<file path="src/rtl/fifo_pkg.sv">
// Shared types and defaults for the FIFO pointer/occupancy controller.
// Holds the occupancy-state encoding and the default pointer width.
package fifo_pkg;

  localparam int DEF_ADDR_WIDTH = 4;

  typedef enum logic [1:0] {
    EMPTY   = 2'd0,
    PARTIAL = 2'd1,
    FULL    = 2'd2
  } state_t;

endpackage

</file>
<file path="src/rtl/ptr_counter.sv">
// Wrapping pointer counter: advances by one on the edge after incr, wraps modulo 2**WIDTH.
// Latency one cycle; no backpressure, the caller gates incr.
module ptr_counter #(
  parameter int WIDTH = 4
) (
  input  logic             clk,
  input  logic             reset,
  input  logic             incr,
  output logic [WIDTH-1:0] out
);

  logic [WIDTH-1:0] out_q;
  logic [WIDTH-1:0] out_d;

  always_comb begin
    out_d = out_q;
    if (incr) out_d = out_q + 1'b1;
  end

  always_ff @(posedge clk or negedge reset) begin
    if (!reset) out_q <= '0;
    else        out_q <= out_d;
  end

  assign out = out_q;

endmodule

</file>
<file path="src/rtl/fifo_ctrl.sv">
// FIFO controller: RAM pointers, occupancy FSM, count, flags, ovf/udf pulses; no storage here.
// wr_en is same-cycle combinational; all else registered; rejected requests pulse ovf/udf next cycle.
module fifo_ctrl
  import fifo_pkg::*;
#(
  parameter int ADDR_WIDTH = DEF_ADDR_WIDTH,
  parameter int AF_LEVEL   = (2 ** ADDR_WIDTH) - 2
) (
  input  logic                  clk,
  input  logic                  reset,
  input  logic                  rd,
  input  logic                  wr,
  output logic [ADDR_WIDTH-1:0] w_addr,
  output logic [ADDR_WIDTH-1:0] r_addr,
  output logic                  wr_en,
  output logic                  empty,
  output logic                  full,
  output logic                  almost_full,
  output logic [ADDR_WIDTH:0]   count,
  output logic                  ovf,
  output logic                  udf
);

  localparam logic [ADDR_WIDTH:0] DEPTH_C = {1'b1, {ADDR_WIDTH{1'b0}}};
  localparam logic [ADDR_WIDTH:0] ONE_C   = (ADDR_WIDTH + 1)'(1);
  localparam logic [ADDR_WIDTH:0] AF_C    = (ADDR_WIDTH + 1)'(AF_LEVEL);

  state_t                state_q, state_d;
  logic [ADDR_WIDTH:0]   count_q, count_d;
  logic                  af_q, af_d;
  logic                  ovf_q, ovf_d;
  logic                  udf_q, udf_d;
  logic                  wr_acc;
  logic                  rd_acc;

  // Gating with reset keeps wr_en low and blocks acceptance while reset is held.
  assign wr_acc = reset & wr & ((state_q != FULL) | rd);
  assign rd_acc = reset & rd & (state_q != EMPTY);

  always_comb begin
    state_d = state_q;
    count_d = count_q;
    if (wr_acc && !rd_acc) begin
      count_d = count_q + ONE_C;
      state_d = (count_q == DEPTH_C - ONE_C) ? FULL : PARTIAL;
    end else if (rd_acc && !wr_acc) begin
      count_d = count_q - ONE_C;
      state_d = (count_q == ONE_C) ? EMPTY : PARTIAL;
    end
    af_d  = (count_d >= AF_C);
    ovf_d = reset & wr & ~rd & (state_q == FULL);
    udf_d = reset & rd & (state_q == EMPTY);
  end

  always_ff @(posedge clk or negedge reset) begin
    if (!reset) begin
      state_q <= EMPTY;
      count_q <= '0;
      af_q    <= 1'b0;
      ovf_q   <= 1'b0;
      udf_q   <= 1'b0;
    end else begin
      state_q <= state_d;
      count_q <= count_d;
      af_q    <= af_d;
      ovf_q   <= ovf_d;
      udf_q   <= udf_d;
    end
  end

  ptr_counter #(.WIDTH(ADDR_WIDTH)) u_wptr (
    .clk   (clk),
    .reset (reset),
    .incr  (wr_acc),
    .out   (w_addr)
  );

  ptr_counter #(.WIDTH(ADDR_WIDTH)) u_rptr (
    .clk   (clk),
    .reset (reset),
    .incr  (rd_acc),
    .out   (r_addr)
  );

  assign wr_en       = wr_acc;
  assign empty       = (state_q == EMPTY);
  assign full        = (state_q == FULL);
  assign almost_full = af_q;
  assign count       = count_q;
  assign ovf         = ovf_q;
  assign udf         = udf_q;

endmodule

</file>
<file path="config.mk">
export PLATFORM = sky130hd
export DESIGN_NAME = fifo_ctrl
export DESIGN_NICKNAME = d
export VERILOG_FILES = /design/src/rtl/fifo_pkg.sv /design/src/rtl/ptr_counter.sv /design/src/rtl/fifo_ctrl.sv
export SDC_FILE = /design/constraint.sdc
export NUM_CORES = 1
export LEC_CHECK = 0
export CAP_MARGIN = 5
export CORE_MARGIN = 5
export CORE_UTILIZATION = 30
export DETAILED_ROUTE_END_ITERATION = 12
export HOLD_SLACK_MARGIN = 0.03
export SLEW_MARGIN = 20
export SYNTH_ARGS = -nofsm -noshare
export SYNTH_HDL_FRONTEND = slang
export SYNTH_SLANG_ARGS = --single-unit
</file>
<file path="constraint.sdc">
create_clock -name clk -period 4.4 [get_ports clk]
set_clock_uncertainty 0.15 [all_clocks]
set_input_delay 0.88 -clock clk [delete_from_list [all_inputs] [get_ports clk]]
set_output_delay 0.88 -clock clk [all_outputs]
set_load 0.05 [all_outputs]
</file>
======== Word level (Yosys, flattened, before mapping) ========
Cells that the tools add are included.
word-level totals
  register bits after elaboration ......... 18
  input bits .............................. 4
operators by class
  add/sub/neg operators ................... 4
  order comparisons ....................... 1
  equality and inequality tests ........... 4
  muxes and demuxes ....................... 6
  bitwise logic cells ..................... 9
  reductions and logical operators ........ 7
operator list
  cell                                                               number
  two-way mux 5 bit                                                  2
  adder 4 x 1 -> 4 bit, second input constant                        2
  AND 1 bit                                                          7
  two-way mux 2 bit                                                  3
  adder 5 x 1 -> 5 bit, second input constant                        1
  == test 5 x 1 -> 1 bit, second input constant                      1
  == test 5 x 4 -> 1 bit, second input constant                      1
  greater-or-equal comparator 5 x 4 -> 1 bit, second input constant  1
  subtractor 5 x 1 -> 5 bit, second input constant                   1
  nonzero test 2 bit                                                 2
  == test 2 bit, second input constant                               1
  logical AND 1 bit                                                  2
  zero test 1 bit                                                    2
  zero test 2 bit                                                    1
  != test 2 bit, second input constant                               1
  two-way mux 1 bit                                                  1
  NOT 1 bit                                                          1
  bitwise OR 1 bit                                                   1

======== Depth between registers and ports, before layout ========
Gate-level depths: netlist (run 1).
  depth after elaboration ................. 8
  gate-level depth with buffers ........... 9

======== By module ========
From an unflattened synthesis (run 1), not the netlist that was laid out.
second synthesis, totals
  cells, all modules ...................... 77
  area, all modules ....................... 889.6 sq um
by module, submodules not included
  module       times used  cells an instance  area an instance (sq um)  seq. area each (sq um)
  fifo_ctrl    1           55                 569.3                     250.2
  ptr_counter  2           11                 160.2                     100.1

======== Worst setup path before layout (run 1) ========
Ideal clock, no wire load.
  path kind ............................... input-to-reg
  start ................................... in rd
  end ..................................... reg af_q, in the netlist almost_full
  setup time .............................. 0.120 ns
  arrival time ............................ 2.578 ns
  slack ................................... 1.552 ns
  stages .................................. 9
  buffers on the path ..................... 1
  path through ............................ or3b_1 -> nor2b_4 -> buf_6 -> inv_1 -> ha_1 -> nand2_1 -> o31a_1 -> o31a_1 -> a31o_2
on the way
  word-level cells in the longest chain between the ends .. 7
  elaborated cells between the ends (all ways) .. 11
  classes of those cells .................. order compare: 1; mux: 2; bitwise: 4; reduce/logical: 4
ends and longest elaborated chain
  item                                          line             RTL
  start: declaration                            fifo_ctrl.sv:11  input logic rd,
  bitwise OR 1 bit *                            fifo_ctrl.sv:37  assign wr_acc = reset & wr & ((state_q != FULL) | rd);
  AND 1 bit *                                   fifo_ctrl.sv:37
  net wr_en                                     fifo_ctrl.sv:15  output logic wr_en,
  zero test 1 bit                               fifo_ctrl.sv:46  end else if (rd_acc && !wr_acc) begin
  logical AND 1 bit                             fifo_ctrl.sv:46
  two-way mux 5 bit                             fifo_ctrl.sv:46
  two-way mux 5 bit *                           fifo_ctrl.sv:43  if (wr_acc && !rd_acc) begin
  net count_d[4]                                fifo_ctrl.sv:29  logic [ADDR_WIDTH:0] count_q, count_d;
  greater-or-equal comparator 5 x 4 -> 1 bit *  fifo_ctrl.sv:50  af_d = (count_d >= AF_C);
  net af_d                                      fifo_ctrl.sv:30  logic af_q, af_d;
  end signal: assignment                        fifo_ctrl.sv:59  af_q <= 1'b0;
  end signal: assignment                        fifo_ctrl.sv:65  af_q <= af_d;
  end: declaration                              fifo_ctrl.sv:30
Mark *: on every way through the listed nets, which the timed path passes. The rest lies on a longest branch.
A chain may end at the register's enable or synchronous reset.

======== Final worst setup path (run 1) ========
  start ................................... in reset
  end ..................................... out wr_en
on the way
  word-level cells in the longest chain between the ends .. 2
ends and longest elaborated chain
  item                    line             RTL
  start: declaration      fifo_ctrl.sv:10  input logic reset,
  AND 1 bit (2 in a row)  fifo_ctrl.sv:37
  end: declaration        fifo_ctrl.sv:15
No other way between the ends.

==> out/metrics.yaml, run 1 <==
initial_core_util: 0.318
p_leak_nw: 0.531
cellPowerDensity_mw_per_mm2: 816
postCtsSetupRepairBufs: 0
critPathSlowestCell: "clkdlybuf4s50_1"
setup_tns_ns: 0
final_common_cell: "clkdlybuf4s50_1"
fin_total_pwr_mw: 0.964
syn_area_um2: 901
insertion_delay_ns: 0.29
rsz0062_at_grt: "no"
fin_nets: 120
path_cells: "clkdlybuf4s50_1, nand2_1, nor2b_4, buf_4"
drive_gt1_frac: 0.0841
max_cap_viol_count: 0
cts_buffers: 3
vias: 649
cts_hold_buf: 0
final_cell_mix: "clkdlybuf4s50_1, dfrtp_1, nand2_1"
arrival_ns: 2.30
grt_antenna_before_repair: 0
io_buffers: 22
grt_overflow: 0
fmax_mhz: 300
hp-class: "reg -> reg"
grt_pass1_vias: 664
drc: 0
ys_top_cells_by_area: "dfrtp_1, ha_1, xnor2_1, nand2_1, o21ai_0"
cts_sinks: 18
yosys.area.top_type: "dfrtp_1"
postRouteAntennaNets: 0
holdPathStages: 1
cp.required_ns: 3.37
vdd_drop_max_uv: 448
cts_buffer_depth: 2
slew_viol_final: 0
critPathMaxFanout: 11
synth_area_per_cell_um2: 10.9
syn_to_final_growth_pct: 31.1
ys.warnings.count: 0
globalplace.congestion: 0.766
wl_um: 1720
dieArea_mm2: 0.00420
synth_top_area_frac: 0.500
hold_viol_final: 0
dp_hpwl_um: 1330
synthCells: 83
r2r_cells: 8
io_pins: 23
path_clk_slew_ns: 0.10
start_kind: "input pin"
cp.depth: 4
vias_per_cell: 4.70
grt_max_degree: 13
setup_viol_count_final: 0
tightest_slew_ns: 0.515
cpLargestDelayFamily: "buffers and inverters"
dr.pass1.iters: 3
cp.buffers_inverters: 2
rows: 19
yosysSeqAreaShare: 0.500
die_x_um: 64.8
coreArea_mm2: 0.00283
outcome: "finished, final reports clean"
diodes: 0
cts_tree: "built"
grt_use_total: 0.0915
synth_cell_types: 26
cp-end-kind: "output pin"
min_period_over_period: 0.757
synth_nets: 95
die_h_um: 64.8
min_period_ns: 3.33
finalHoldWorstSlack_ns: 0.323
ys_ff_latch: 18
crit_type: "in -> out"
htreeDepth: 1
grt_pass1_wl_um: 3040
root_buffer: "clkbuf_4"
max_stage_delay_ns: 0.74
drt_iter0_markers: 8
wire_per_inst_um: 12.5
relSlewSlack: 0.656
cts_resized: 0
==> final timing paths <==
| check | from | endpoint | slack, ns |
|---|---|---|---|
| worst max-delay path | reset | wr_en | 1.07 |
| worst min-delay path | u_rptr.out[3] | u_rptr.out[3] | 0.32 |
| worst min register to register | u_rptr.out[3] | u_rptr.out[3] | 0.32 |
| worst max register to register | state_q[0] | almost_full | 1.99 |
| min in group asynchronous | reset | state_q[0] | 0.73 |
| max in group asynchronous | reset | u_wptr.out[1] | 2.86 |
==> through the flow <==
stage	area, um^2	cells	setup slack, ns	utilization
after floorplan	901	83	1.55	-
after global placement	1140	134	0.909	0.405
after detailed placement	1140	134	0.873	0.405
after CTS	1180	138	1.04	0.418
after global routing	1180	138	0.901	0.418
final	1180	138	1.07	0.418
==> worst register-to-register path: cells and delay by family (launching register included) <==
family          cells  cell delay [ns]
flops               1             0.43
compound gates      3             0.75
simple gates        3             0.71
buf+inv             1             0.06
fa+ha+maj           1             0.22
==> registers in the layout (all words and copies together), names as in the netlist <==
name         cells
u_rptr.out       4
almost_full      1
state_q          2
udf              1
u_wptr.out       4
count            5
ovf              1
==> final cells by class <==
class	count	area, um^2
fillers	285	1650
flip-flops and latches	18	450
multi-input cells	57	412
repair buffers	23	225
well taps	31	38.8
clock buffers	4	36.3
inverters	5	18.8
==> metal layers <==
metal	up-vias	wire, um	GRT usage
li1	330	-	-
met1	298	879	0.132
met3	2	104	0.0328
met5	-	0	0
met4	0	13	0.0158
met2	19	724	0.133
==> synth_stat cells <==
| library cell | n |
|---|---|
| a21o_1 | 1 |
| a21oi_1 | 1 |
| a221oi_1 | 1 |
| a31o_2 | 1 |
| and3_1 | 1 |
| and4_1 | 1 |
| buf_2 | 1 |
| buf_6 | 1 |
| clkbuf_1 | 1 |
| dfrtp_1 | 18 |
| ha_1 | 8 |
| inv_1 | 5 |
| mux2_4 | 1 |
| nand2_1 | 14 |
| nand4_1 | 2 |
| nor2_1 | 3 |
| nor2b_1 | 1 |
| nor2b_4 | 1 |
| nor3_1 | 1 |
| nor4_1 | 3 |
| o21ai_0 | 4 |
| o31a_1 | 2 |
| or2_1 | 1 |
| or3b_1 | 1 |
| xnor2_1 | 7 |
| xor2_1 | 2 |
==> power breakdown <==
group,switching [mW],leakage (nW),total (mW),internal [mW]
combinational,0.348,0.293,0.546,0.198
clock,0.0498,0.0210,0.100,0.0504
sequential,0.0839,0.217,0.318,0.234
==> cells by family (layout without fill, tap and decap cells) <==
logic type               Yosys count  count (layout)  share of synthesized area
AND/OR/NAND/NOR                   29              29                      0.167
adder cells (fa/ha/maj)            8               8                      0.111
multiplexers                       1               1                     0.0167
XOR/XNOR                           9               9                     0.0875
buffers and inverters              8              32                     0.0430
flip-flops                        18              18                      0.500
AO/OA/AOI/OAI                     10              10                     0.0750
No activity file was read; power rests on OpenSTA's default activity.
==> inputs of run 2 (changes only) <==
clock period = 2.9 ns   (was 4.4 ns; I/O delays follow)
==> run 2 against run 1 <==
Non-clock buffer count grew 5. Global-route usage up 0.49 points. Register-to-register slack worse by 1.4 ns. Critical path type unchanged. Critical path depth increased by 1. Final area grew 4.2%. Sequential cell count unchanged. Critical endpoint unchanged. Via count grew 3.9%. Final cell count grew 3.6%.
==> out/metrics.yaml, run 2 (synthesized netlist as in run 1, its figures left out) <==
outcome: "finished, final reports clean"
rsz0062_at_grt: "no"
hp-class: "reg -> reg"
cts_sinks: 18  # unchanged
cp-end-kind: "output pin"
htreeDepth: 1  # unchanged
path_clk_slew_ns: 0.10  # about the same
min_period_ns: 2.55
grt_overflow: 0  # unchanged
vias_per_cell: 4.71  # +0.22%
p_int_mw: 0.740  # +53%
cts_buffers: 3  # unchanged
wl_um: 1750  # +1.6%
wire_per_inst_um: 12.2  # -1.9%
syn_to_final_growth_pct: 36.7
cellPowerDensity_mw_per_mm2: 1190  # +46%
min_period_over_period: 0.880
max_stage_delay_ns: 0.41  # -0.33 ns
drive_gt1_frac: 0.125  # +0.0409
cp.required_ns: 2.17  # -1.20 ns
io_pins: 23  # unchanged
drc: 0  # unchanged
final_cell_mix: "clkdlybuf4s50_1, dfrtp_1, nand2_1"
cp.buffers_inverters: 3  # +1
cts_resized: 0  # unchanged
io_buffers: 22  # unchanged
fin_nets: 125  # +4.2%
grt_pass1_vias: 716  # +7.8%
path_cells: "clkdlybuf4s50_1, or3b_1, nor2b_4, buf_4, buf_12"
dr.pass1.iters: 4  # +1
coreArea_mm2: 0.00283  # unchanged
nFillCells: 277  # -2.8%
start_kind: "input pin"
grt_pass1_wl_um: 3190  # +5.2%
tightest_slew_ns: 0.500  # -0.0148 ns
final_area_mm2: 0.00123  # +4.2%
swShare: 0.496  # -0.00389
crit_type: "in -> out"
root_buffer: "clkbuf_4"
critPathMaxFanout: 5  # -6
insertion_delay_ns: 0.29  # about the same
placed_area_mm2: 0.00119  # +4.4%
die_h_um: 64.8  # unchanged
p_leak_nw: 0.561  # +5.5%
relSlewSlack: 0.666  # +0.00993
dieArea_mm2: 0.00420  # unchanged
slew_viol_final: 0  # unchanged
hold_viol_final: 0  # unchanged
vias: 674  # +3.9%
critPathSlowestCell: "clkdlybuf4s50_1"
cts_hold_buf: 0  # unchanged
p_switching_mw: 0.727  # +51%
drt_iter0_markers: 27  # +19
largest_reg_flops: 5  # unchanged
fmax_mhz: 392
max_cap_viol_count: 0  # unchanged
p_comb_frac: 0.569  # +0.002
die_x_um: 64.8  # unchanged
final-seq-area_um2: 450  # unchanged
arrival_ns: 1.82  # -0.48 ns
postRouteAntennaNets: 0  # unchanged
globalplace.congestion: 0.752  # -1.8%
final_common_cell: "clkdlybuf4s50_1"
setup_tns_ns: 0  # unchanged
power_frac_seq: 0.327  # -0.003
initial_core_util: 0.318  # unchanged
grt_max_degree: 13  # unchanged
rows: 19  # unchanged
setup_viol_count_final: 0  # unchanged
grt_antenna_before_repair: 0  # unchanged
grt_use_total: 0.0964  # +0.00489
clockPowerShare: 0.104  # about the same
vdd_drop_max_uv: 632  # +41%
cts_buffer_depth: 2  # unchanged
diodes: 0  # unchanged
cpLargestDelayFamily: "buffers and inverters"
postCtsSetupRepairBufs: 0  # unchanged
cts_tree: "built"
dp_hpwl_um: 1360  # +2.5%
multi_input_area_um2: 412  # unchanged
run 2: cell types whose count changed in the layout (fill, tap and decap cells not counted), sizes merged:
cell	previous run	this run
buf	2	7
run 2: routing by layer:
| metal | up-vias | global-route usage | part of all wire |
|---|---|---|---|
| met5 | - | 0 | 0 |
| met4 | 0 | 0.0237 | 0 |
| met3 | 0 | 0.0397 | 0.073 |
| met2 | 22 | 0.147 | 0.44 |
| met1 | 314 | 0.127 | 0.48 |
| li1 | 338 | - | - |
run 2: worst register-to-register path, delay by kind of cell, from the launching register on:
family	cells	cell delay, ns
AND/OR/NAND/NOR	3	0.64
buffers and inverters	1	0.05
flip-flops	1	0.43
adder cells (fa/ha/maj)	1	0.17
AO/OA/AOI/OAI	3	0.75
run 2: final cells by class:
type,instances,share of cell area
clock buffers,4,0.0295
inverters,5,0.0152
multi-input cells,57,0.334
flip-flops and latches,18,0.366
well taps,31,0.0315
repair buffers,28,0.224
run 2: power by group through the flow:
| stage | Combinational [mW] | Sequential [mW] | Clock, mW |
|---|---|---|---|
| floorplan | 0.230 | 0.807 | 0 |
| global route | 0.893 | 0.506 | 0.176 |
| detailed placement | 0.842 | 0.485 | 0 |
| CTS | 0.846 | 0.481 | 0.165 |
| global placement | 0.836 | 0.481 | 0 |
| finish | 0.835 | 0.480 | 0.153 |
run 2: per-stage QoR:
| step | hold slack (ns) | total power, mW | worst slack, ns | instances | utilization |
|---|---|---|---|---|---|
| finish | 0.322 | 1.47 | 0.349 | 143 | 0.435 |
| CTS | 0.331 | 1.49 | 0.319 | 143 | 0.435 |
| detailed placement | 0.312 | 1.33 | 0.0653 | 139 | 0.422 |
| global placement | 0.309 | 1.32 | 0.105 | 139 | 0.422 |
| floorplan | 0.134 | 1.04 | 0.276 | 83 | - |
| global route | 0.354 | 1.57 | 0.246 | 143 | 0.435 |
run 2: worst paths after layout:
kind | start | endpoint | cells after the start | slack (ns)
setup / recovery | rd | wr_en | 5 | 0.35
hold / removal | u_rptr.out[3] | u_rptr.out[3] | 1 | 0.32
setup reg to reg | state_q[0] | almost_full | 8 | 0.62
hold reg to reg | u_rptr.out[3] | u_rptr.out[3] | 1 | 0.32
max in group asynchronous | reset | u_rptr.out[3] | 2 | 1.94
min in group asynchronous | reset | count[0] | 2 | 0.47
